--- src/rtl/dram_throttle_pkg.sv ---
// Shared definitions for the DRAM channel throttle: mode encodings, LFSR
// polynomial, percent scale and the LFSR/percent helper functions.
package dram_throttle_pkg;

  typedef enum logic [1:0] {
    THR_BYPASS = 2'b00,
    THR_LAT    = 2'b01,
    THR_LATBW  = 2'b10
  } thr_mode_e;

  localparam logic [15:0] LFSR_POLY = 16'hB400;
  localparam int unsigned PCT_SCALE = 100;

  // Right-shifting Galois step.
  function automatic logic [15:0] lfsr_step(input logic [15:0] s);
    return s[0] ? ((s >> 1) ^ LFSR_POLY) : (s >> 1);
  endfunction

  // Maps the low 7 LFSR bits onto 0..99.
  function automatic logic [6:0] lfsr_pct(input logic [15:0] s);
    logic [13:0] prod;
    prod = 14'(s[6:0]) * 14'(PCT_SCALE);
    return prod[13:7];
  endfunction

endpackage

--- src/rtl/lfsr_percent.sv ---
// Free-running 16-bit Galois LFSR producing a 0..99 pseudo-random percent and
// a stall flag when that value reaches the requested duty.
//   i_clock   : system clock
//   i_reset   : asynchronous active-high reset (loads Seed)
//   i_percent : duty in percent; >=100 never stalls, 0 always stalls
//   o_stall   : o_rand >= i_percent
//   o_rand    : current pseudo-random percent, 0..99
module lfsr_percent #(
  parameter logic [15:0] Seed = 16'hACE1
) (
  input  logic       i_clock,
  input  logic       i_reset,
  input  logic [6:0] i_percent,
  output logic       o_stall,
  output logic [6:0] o_rand
);
  import dram_throttle_pkg::*;

  logic [15:0] r_lfsr;

  always_ff @(posedge i_clock or posedge i_reset) begin
    if (i_reset) r_lfsr <= Seed;
    else         r_lfsr <= lfsr_step(r_lfsr);
  end

  assign o_rand  = lfsr_pct(r_lfsr);
  assign o_stall = (o_rand >= i_percent);

endmodule

--- src/rtl/dram_throttle_channel.sv ---
// Deterministic latency/bandwidth throttle for one valid/ready DRAM channel.
// Beats are buffered in order, each held for a minimum latency, and both the
// accept and issue sides are duty-cycle gated by independent LFSRs.
//   i_clock/i_reset            : clock, asynchronous active-high reset
//   i_mode                     : 00 bypass, 01 latency, 10/11 latency+bandwidth
//   i_in_bandwidth/i_out_bandwidth : accept / issue duty in percent
//   i_latency                  : minimum cycles from accept to first o_out_valid
//   i_in_data/i_in_valid/o_in_ready   : upstream beat handshake
//   o_out_data/o_out_valid/i_out_ready: downstream beat handshake
//   o_occupancy                : stored beat count
//   o_stall_count              : saturating count of ripe-head cycles lost to issue stall
module dram_throttle_channel #(
  parameter int unsigned Width    = 64,
  parameter int unsigned Depth    = 16,
  parameter int unsigned LatWidth = 6,
  parameter logic [15:0] SeedIn   = 16'hACE1,
  parameter logic [15:0] SeedOut  = 16'h1D87,
  parameter int unsigned CntWidth = 32
) (
  input  logic                     i_clock,
  input  logic                     i_reset,
  input  logic [1:0]               i_mode,
  input  logic [6:0]               i_in_bandwidth,
  input  logic [6:0]               i_out_bandwidth,
  input  logic [LatWidth-1:0]      i_latency,
  input  logic [Width-1:0]         i_in_data,
  input  logic                     i_in_valid,
  output logic                     o_in_ready,
  output logic [Width-1:0]         o_out_data,
  output logic                     o_out_valid,
  input  logic                     i_out_ready,
  output logic [$clog2(Depth):0]   o_occupancy,
  output logic [CntWidth-1:0]      o_stall_count
);
  import dram_throttle_pkg::*;

  localparam int unsigned AW = $clog2(Depth);
  localparam int unsigned TW = LatWidth + 1;

  logic [Width-1:0]    r_data  [Depth];
  logic [TW-1:0]       r_stamp [Depth];
  logic [Depth-1:0]    r_ripe;
  logic [AW-1:0]       r_wr_ptr;
  logic [AW-1:0]       r_rd_ptr;
  logic [AW:0]         r_count;
  logic [TW-1:0]       r_now;
  logic [CntWidth-1:0] r_stall_cnt;

  logic                w_in_stall_raw;
  logic                w_out_stall_raw;
  logic [6:0]          w_in_rand;
  logic [6:0]          w_out_rand;
  logic                w_unused;
  logic                w_bw_en;
  logic                w_in_stall;
  logic                w_out_stall;
  logic                w_full;
  logic                w_empty;
  logic                w_head_ripe;
  logic                w_push;
  logic                w_pop;
  logic [TW-1:0]       w_eff_lat;
  logic [Depth-1:0]    w_ripe_now;
  logic [Depth-1:0]    w_ripe_next;

  lfsr_percent #(.Seed(SeedIn)) u_lfsr_in (
    .i_clock   (i_clock),
    .i_reset   (i_reset),
    .i_percent (i_in_bandwidth),
    .o_stall   (w_in_stall_raw),
    .o_rand    (w_in_rand)
  );

  lfsr_percent #(.Seed(SeedOut)) u_lfsr_out (
    .i_clock   (i_clock),
    .i_reset   (i_reset),
    .i_percent (i_out_bandwidth),
    .o_stall   (w_out_stall_raw),
    .o_rand    (w_out_rand)
  );

  assign w_unused = ^{w_in_rand, w_out_rand};

  // THR_LATBW and the reserved 11 encoding both carry bit 1.
  assign w_bw_en     = i_mode[1];
  assign w_in_stall  = w_bw_en && w_in_stall_raw;
  assign w_out_stall = w_bw_en && w_out_stall_raw;

  always_comb begin
    if (i_mode == 2'(THR_BYPASS) || i_latency == '0) w_eff_lat = TW'(1);
    else                                             w_eff_lat = {1'b0, i_latency};
  end

  // Age uses modular subtraction on the wrapping timestamp; the ripe bit is
  // sticky so an entry that ripened stays ripe after the age wraps. The live
  // comparison makes a beat visible in the same cycle its age reaches EffLat.
  for (genvar g = 0; g < Depth; g++) begin : g_slot
    logic [AW-1:0] w_off;
    logic [TW-1:0] w_age;
    assign w_off         = AW'(g) - r_rd_ptr;
    assign w_age         = r_now - r_stamp[g];
    assign w_ripe_now[g] = r_ripe[g] | (({1'b0, w_off} < r_count) && (w_age >= w_eff_lat));
  end

  assign w_full      = (r_count == (AW+1)'(Depth));
  assign w_empty     = (r_count == '0);
  assign w_head_ripe = w_ripe_now[r_rd_ptr];

  assign o_in_ready    = !i_reset && !w_full && !w_in_stall;
  assign o_out_valid   = !w_empty && w_head_ripe && !w_out_stall;
  assign o_out_data    = r_data[r_rd_ptr];
  assign o_occupancy   = r_count;
  assign o_stall_count = r_stall_cnt;

  assign w_push = i_in_valid && o_in_ready;
  assign w_pop  = o_out_valid && i_out_ready;

  always_comb begin
    w_ripe_next = w_ripe_now;
    if (w_pop)  w_ripe_next[r_rd_ptr] = 1'b0;
    if (w_push) w_ripe_next[r_wr_ptr] = 1'b0;
  end

  always_ff @(posedge i_clock) begin
    if (w_push) begin
      r_data[r_wr_ptr]  <= i_in_data;
      r_stamp[r_wr_ptr] <= r_now;
    end
  end

  always_ff @(posedge i_clock or posedge i_reset) begin
    if (i_reset) begin
      r_wr_ptr    <= '0;
      r_rd_ptr    <= '0;
      r_count     <= '0;
      r_now       <= '0;
      r_ripe      <= '0;
      r_stall_cnt <= '0;
    end else begin
      r_now  <= r_now + TW'(1);
      r_ripe <= w_ripe_next;
      if (w_push) r_wr_ptr <= r_wr_ptr + AW'(1);
      if (w_pop)  r_rd_ptr <= r_rd_ptr + AW'(1);
      case ({w_push, w_pop})
        2'b10:   r_count <= r_count + (AW+1)'(1);
        2'b01:   r_count <= r_count - (AW+1)'(1);
        default: r_count <= r_count;
      endcase
      if (!w_empty && w_head_ripe && w_out_stall && r_stall_cnt != '1)
        r_stall_cnt <= r_stall_cnt + CntWidth'(1);
    end
  end

endmodule

--- config.mk ---
export PLATFORM = sky130hd
export DESIGN_NAME = dram_throttle_channel
export DESIGN_NICKNAME = d
export VERILOG_FILES = /design/src/rtl/dram_throttle_pkg.sv /design/src/rtl/lfsr_percent.sv /design/src/rtl/dram_throttle_channel.sv
export SDC_FILE = /design/constraint.sdc
export NUM_CORES = 2
export LEC_CHECK = 0
export BUFFER_PORTS_ARGS = -buffer_cell sky130_fd_sc_hd__buf_2
export CAP_MARGIN = 20
export CORE_AREA = 4 4 233 405
export CTS_CLUSTER_DIAMETER = 100
export DETAILED_ROUTE_END_ITERATION = 8
export DIE_AREA = 0 0 237 409
export PLACE_DENSITY = 0.77
export SYNTH_ARGS = -nofsm -noshare
export SYNTH_HDL_FRONTEND = slang
export SYNTH_SLANG_ARGS = --single-unit
--- constraint.sdc ---
create_clock -name i_clock -period 9 [get_ports i_clock]
set_clock_uncertainty 0.05 [all_clocks]
set_input_delay 1.35 -clock i_clock [delete_from_list [all_inputs] [get_ports i_clock]]
set_output_delay 1.35 -clock i_clock [all_outputs]
set_load 0.02 [all_outputs]
Word-level counts from Yosys, hierarchy flattened
Memory sizes are Yosys's and may differ from the RTL's.
Cells that the tools add are included.
{"block": "classes", "mul": 2, "n_addsub": 38, "n_lt_le_gt_ge": 38, "eq_ne": 4, "n_reduce_logical": 38, "n_mux": 14, "n_bitwise": 22}
{"operator": "$ge 7x7->1", "count": 18}
{"operator": "$sub 7x7->7", "count": 16}
{"operator": "$lt 4x5->1", "count": 16}
{"operator": "$mux 16", "count": 4}
{"operator": "$add 32x1->32 const B", "count": 1}
{"operator": "$and 16x16->16", "count": 2}
{"operator": "$ne 32x32->1 const B", "count": 1}
{"operator": "$not 16->16", "count": 2}
{"operator": "$sub 4x4->4 const A", "count": 8}
{"operator": "$logic_and 1x1->1", "count": 28}
{"operator": "$mul 7x5->12 const B", "count": 2}
{"operator": "$or 1x1->1", "count": 16}
{"operator": "$sub 3x4->4 const A", "count": 4}
{"operator": "$lt 4x5->1 const B", "count": 2}
{"operator": "$pmux 5 s2", "count": 1}
{"operator": "$add 4x1->4 const B", "count": 2}
{"operator": "$demux 1 s4", "count": 2}
{"operator": "$ge 4x1->1 const B", "count": 2}
{"operator": "$not 3->4", "count": 2}
{"operator": "$sub 1x4->4 const A", "count": 2}
{"operator": "$sub 2x4->4 const A", "count": 2}
{"operator": "$add 7x1->7 const B", "count": 1}
{"operator": "$logic_not 6->1", "count": 1}
{"operator": "$mux 6", "count": 1}
{"operator": "12 further kinds", "count": 20}
{"block": "totals", "output_inout_bits": 103, "word_cells": 166, "inputBits": 90, "memories": 2, "ff_bits": 100, "ram_bits": 1136}
{"memory": "r_data", "depth": 16, "word_bits": 64, "read_ports": 1, "rd_ports_with_merged_regs": 0, "wr": 1, "line_no": "dram_throttle_channel.sv:40", "text": "logic [Width-1:0] r_data [Depth];"}
{"memory": "r_stamp", "depth": 16, "word_bits": 7, "read_ports": 16, "rd_ports_with_merged_regs": 0, "wr": 1, "line_no": "dram_throttle_channel.sv:41", "text": "logic [TW-1:0] r_stamp [Depth];"}

Longest topological paths before layout
{"block": "logic_depth", "depth_word": 14, "depth_mapped": 27, "mapped_depth_nobuf": 26}

Hierarchy
A second synthesis with hierarchy kept.
{"block": "hier_totals", "cells_unflattened": 2975, "hier_area_um2": 54534.8}
{"module": "dram_throttle_channel", "cells_per_inst": 2783, "seq_area_each_um2": 35814.3, "area_each_um2": 52282.6, "n_inst": 1}
{"module": "lfsr_percent", "cells_per_inst": 96, "seq_area_each_um2": 410.4, "area_each_um2": 1126.1, "n_inst": 2}

Worst setup path before layout
Ideal clock, no wire load.
{"block": "synth_timing", "path_type": "input -> register", "start": "input port i_reset", "end": "memory r_data[3][0], enable pin", "setup_slack_ns": -0.123, "n_path_buf": 1, "t_required_ns": 8.450, "path_stages": 7, "setup_ns": 0.500, "t_arrival_ns": 8.572, "cell_sequence": "inv_1 o21ai_0 o41ai_1 and2_1 clkbuf_1 nand2_1 nor2_1"}
{"block": "synth_between", "elab_chain_cells": 6}
{"item": "start: declaration", "line_no": "dram_throttle_channel.sv:21", "text": "input logic i_reset,"}
{"item": "$logic_not 1->1 (no line)"}
{"item": "$logic_and 1x1->1 (2 in a row)", "line_no": "dram_throttle_channel.sv:109", "text": "assign o_in_ready = !i_reset && !w_full && !w_in_stall;"}
{"item": "net o_in_ready", "line_no": "dram_throttle_channel.sv:28", "text": "output logic o_in_ready,"}
{"item": "$logic_and 1x1->1", "line_no": "dram_throttle_channel.sv:115", "text": "assign w_push = i_in_valid && o_in_ready;"}
{"item": "$mux 1", "line_no": "dram_throttle_channel.sv:125", "text": "if (w_push) begin"}
{"item": "$mux 1 (not written as such)", "line_no": "dram_throttle_channel.sv:126", "text": "r_data[r_wr_ptr] <= i_in_data;"}
{"item": "end: declaration", "line_no": "dram_throttle_channel.sv:40"}
The timed path passes the listed nets, and every way through them passes these cells.

Worst setup path after layout
{"block": "layout_timing", "start": "register r_now[0]", "end": "output port o_out_valid"}
{"block": "layout_between", "elab_chain_cells": 8, "word_cells_on_any_way": 68, "classes_between": "16 x add/sub; 16 x order compare; 2 x mux; 16 x bitwise; 18 x reduce/logical"}
{"item": "start: declaration", "line_no": "dram_throttle_channel.sv:46", "text": "logic [TW-1:0] r_now;"}
{"item": "start signal: assignment", "line_no": "dram_throttle_channel.sv:140", "text": "r_now <= r_now + TW'(1);"}
{"item": "$sub 7x7->7", "line_no": "dram_throttle_channel.sv:101", "text": "assign w_age = r_now - r_stamp[g];"}
{"item": "$ge 7x7->1", "line_no": "dram_throttle_channel.sv:102", "text": "assign w_ripe_now[g] = r_ripe[g] | (({1'b0, w_off} < r_count) && (w_age >= w_eff_lat));"}
{"item": "$logic_and 1x1->1", "line_no": "dram_throttle_channel.sv:102"}
{"item": "$or 1x1->1", "line_no": "dram_throttle_channel.sv:102"}
{"item": "$bmux 1 s4 *", "line_no": "dram_throttle_channel.sv:107", "text": "assign w_head_ripe = w_ripe_now[r_rd_ptr];"}
{"item": "$mux 1 (not written as such) *", "line_no": "dram_throttle_channel.sv:107"}
{"item": "$logic_and 1x1->1 * (2 in a row)", "line_no": "dram_throttle_channel.sv:110", "text": "assign o_out_valid = !w_empty && w_head_ripe && !w_out_stall;"}
{"item": "end: declaration", "line_no": "dram_throttle_channel.sv:30", "text": "output logic o_out_valid,"}
Every way passes the cells marked *; elsewhere a longest branch is shown, timed or not. The select of a mux whose other input is x is not followed.

==> impl_metrics.yaml <==
run_status:
  status: "finished clean"
synth:
  synth_edf_count: 1136
  yosys-top-cells-area: "edfxtp_1, mux4_2, ha_1"
  ys_ff_latch: 1236
  syn_avg_cell_area_um2: 18.4
  netlist_area_mm2: 0.0543
  synthFlopType: "edfxtp_1"
  ys_types: 77
  yosys.area.top_type: "edfxtp_1"
  synthTopCellsByCount: "edfxtp_1, mux4_2, ha_1, inv_1, a21oi_1"
  yosysMostFrequentCell: "edfxtp_1"
  syn_nets: 3344
  ys_seq_area_frac: 0.675
  synthArstFlopShare: 0.0809
  synth_top_area_frac: 0.628
  synthCells: 2945
  yosysWarnings: 0
worst_setup_path:
  startpoint_type: "flop"
  worstSetupEndpointType: "primary output"
  crit_start: "r_now[0]"
  timing.rr.end: "o_occupancy[4]"
  r2r.worst_path.cells: 25
  reg2reg_setup_slack_ns: 2.60
  setup.worst_path.end: "o_out_valid"
  cp_max_fo: 20
  worstPathArrival_ns: 5.51
  critPathKind: "reg -> out"
  required_ns: 7.60
  regToRegStartpoint: "r_now[0]"
route:
  wl_met2_um: 71200
  ant_nets: 0
  dr_wl_met3_um: 9630
  detail_route.vias_per_cell: 6.56
  drt-total-wl_um: 134000
  drt_iter0_markers: 2981
  wl_per_cell_um: 29.9
  routed.top_layer: "met5"
  wl_met1_um: 47200
  drcViolationCount: 0
  vias: 29325
  dr.pass1.iters: 5
power:
  p_total_uw: 17000
  ir_drop_mv: 0.245
  clockPowerShare: 0.277
  leakagePower_uw: 0.0217
  p_sw_uw: 5410
  power.density_mw_per_mm2: 281
  swShare: 0.319
  p_comb_frac: 0.305
  pwr-share-seq: 0.418
  p_int_uw: 11600
flow_run:
  drv_cap: 0
cells_and_area:
  nNetsFinal: 3594
  areaGrowthSynthToFinish_pct: 11.2
  drive_above_1_share: 0.236
floorplan:
  rows: 146
  die_x_um: 237
  start_util: 0.598
  coreArea_mm2: 0.0908
  die_y_um: 409
  die_area_mm2: 0.0969
  io_pins: 193
clock_network:
  clk_latency_ns: 0.72
  cts_resized: 0
  cts_tree: "built"
  cts_setup_buffers: 0
  clock_path_buffers: 3
  clockRootBuffer: "clkbuf_16"
  clk_pin_slew_ns: 0.06
  clock_sinks: 1236
  cts_made_buffers: 106
  htreeDepth: 3
  cts_hold_buf: 0
hold_path:
  hp-class: "reg -> reg"
global_routing:
  antenna_found_initial: 14
  grt_pass1_wl_um: 200000
  gr-total-overflow: 0
  grt_pass1_vias: 30846
  grtUsageTotal: 0.277
  grt_max_degree: 112
sta:
  final_hold_viol_count: 0
  max_freq_ghz: 0.145
  setup-tns-final_ns: 0
  period_needed_ns: 6.91
  slew_headroom: 0.277
  finalSetupViolCount: 0
  worst_pin_slew_ns: 1.08
  period_share: 0.768
  slew_violations: 0
  grt_setup_unrepaired: "no"
placed_design:
  place.gp.congestion: 0.898
  port_buffers: 192
  dp_hpwl_um: 74800
==> power by group through the flow <==
stage | logic [µW] | registers, µW | clock network [µW]
floorplan | 3690 | 6960 | 0
global placement | 5080 | 7160 | 0
detailed placement | 5150 | 7190 | 0
CTS | 5220 | 7100 | 4740
global route | 5530 | 7130 | 5000
finish | 5170 | 7100 | 4700
==> cells in the final DEF (no fill, tap or decap), types with 23 or more instances in the layout <==
master     instances
nand3_1           29
edfxtp_1        1136
ha_1             288
a21oi_1          103
xnor2_1           78
nor3_1            36
a21o_1            48
dfrtp_1           81
buf_2            192
clkinv_1          23
nor2b_1           43
o21bai_1          23
nand2_1           50
buf_4             34
nor2_1            56
mux4_2           320
xor2_1            58
clkbuf_16        109
inv_1            172
o21ai_0           49
==> layout make-up <==
cell class                      count  area (µm²)
Antenna cell                        8        20.0
Clock buffer                      119        2770
Clock inverter                     75         752
Fill cell                        5696       30400
Inverter                          174         661
Multi-Input combinational cell   1446       16700
Sequential cell                  1236       36600
Tap cell                         1184        1480
Timing Repair Buffer              231        1330
==> stage by stage <==
stage	hold WS, ns	utilization	area (µm²)	setup slack, ns	cells
detailed placement	0.286	0.625	56700	2.72	4269
floorplan	0.281	-	54300	1.06	2945
global route	0.306	0.664	60300	1.74	4467
finish	0.301	0.665	60300	2.09	4473
CTS	0.304	0.664	60300	2.05	4463
global placement	0.291	0.625	56700	2.70	4269
==> layer usage <==
layer	global-route usage	up-vias
li1	-	12287
met1	0.343	15206
met2	0.484	1512
met3	0.0470	310
met4	0.116	10
met5	0	-
==> logic make-up after synthesis <==
| kind of cell | synth area share |
|---|---|
| AO/OA/AOI/OAI | 0.0408 |
| XOR/XNOR | 0.0230 |
| adder cells (fa/ha/maj) | 0.0762 |
| buffers and inverters | 0.0193 |
| flip-flops | 0.675 |
| multiplexers | 0.135 |
| AND/OR/NAND/NOR | 0.0312 |
==> state kept, by name (all words and copies together), names as in the netlist, 5 cells and up <==
| name | count |
|---|---|
| o_stall_count | 32 |
| u_lfsr_in.r_lfsr | 16 |
| o_occupancy | 5 |
| r_now | 7 |
| r_ripe | 16 |
| u_lfsr_out.r_lfsr | 16 |
| r_stamp | 112 |
| r_data | 1024 |
==> worst min path at each step <==
| stage | start | end | slack (ns) | cells past startpoint |
|---|---|---|---|---|
| after global routing | u_lfsr_in.r_lfsr[7] | u_lfsr_in.r_lfsr[6] | 0.31 | 0 |
| after CTS | u_lfsr_in.r_lfsr[12] | u_lfsr_in.r_lfsr[11] | 0.30 | 0 |
| final | u_lfsr_in.r_lfsr[12] | u_lfsr_in.r_lfsr[11] | 0.30 | 0 |
| after floorplan | u_lfsr_in.r_lfsr[9] | u_lfsr_in.r_lfsr[8] | 0.28 | 0 |
| after global placement | u_lfsr_in.r_lfsr[12] | u_lfsr_in.r_lfsr[11] | 0.29 | 0 |
| after detailed placement | u_lfsr_out.r_lfsr[15] | u_lfsr_out.r_lfsr[14] | 0.29 | 0 |
==> critical path, cell delays in order, from the launching register on <==
cell      delay, ns
dfrtp_1        0.36
buf_4          0.23
inv_1          0.74
ha_1           0.32
inv_1          0.05
a21o_1         0.17
a21oi_1        0.21
o21bai_1       0.09
a21oi_1        0.20
xnor2_1        0.09
ha_1           0.17
a211oi_1       0.26
o21ai_0        0.16
nor3_1         0.51
o32a_1         0.23
o311ai_0       0.14
a211o_1        0.42
and3_2         0.27
buf_2          0.16
No activity file was read; power rests on OpenSTA's default activity.
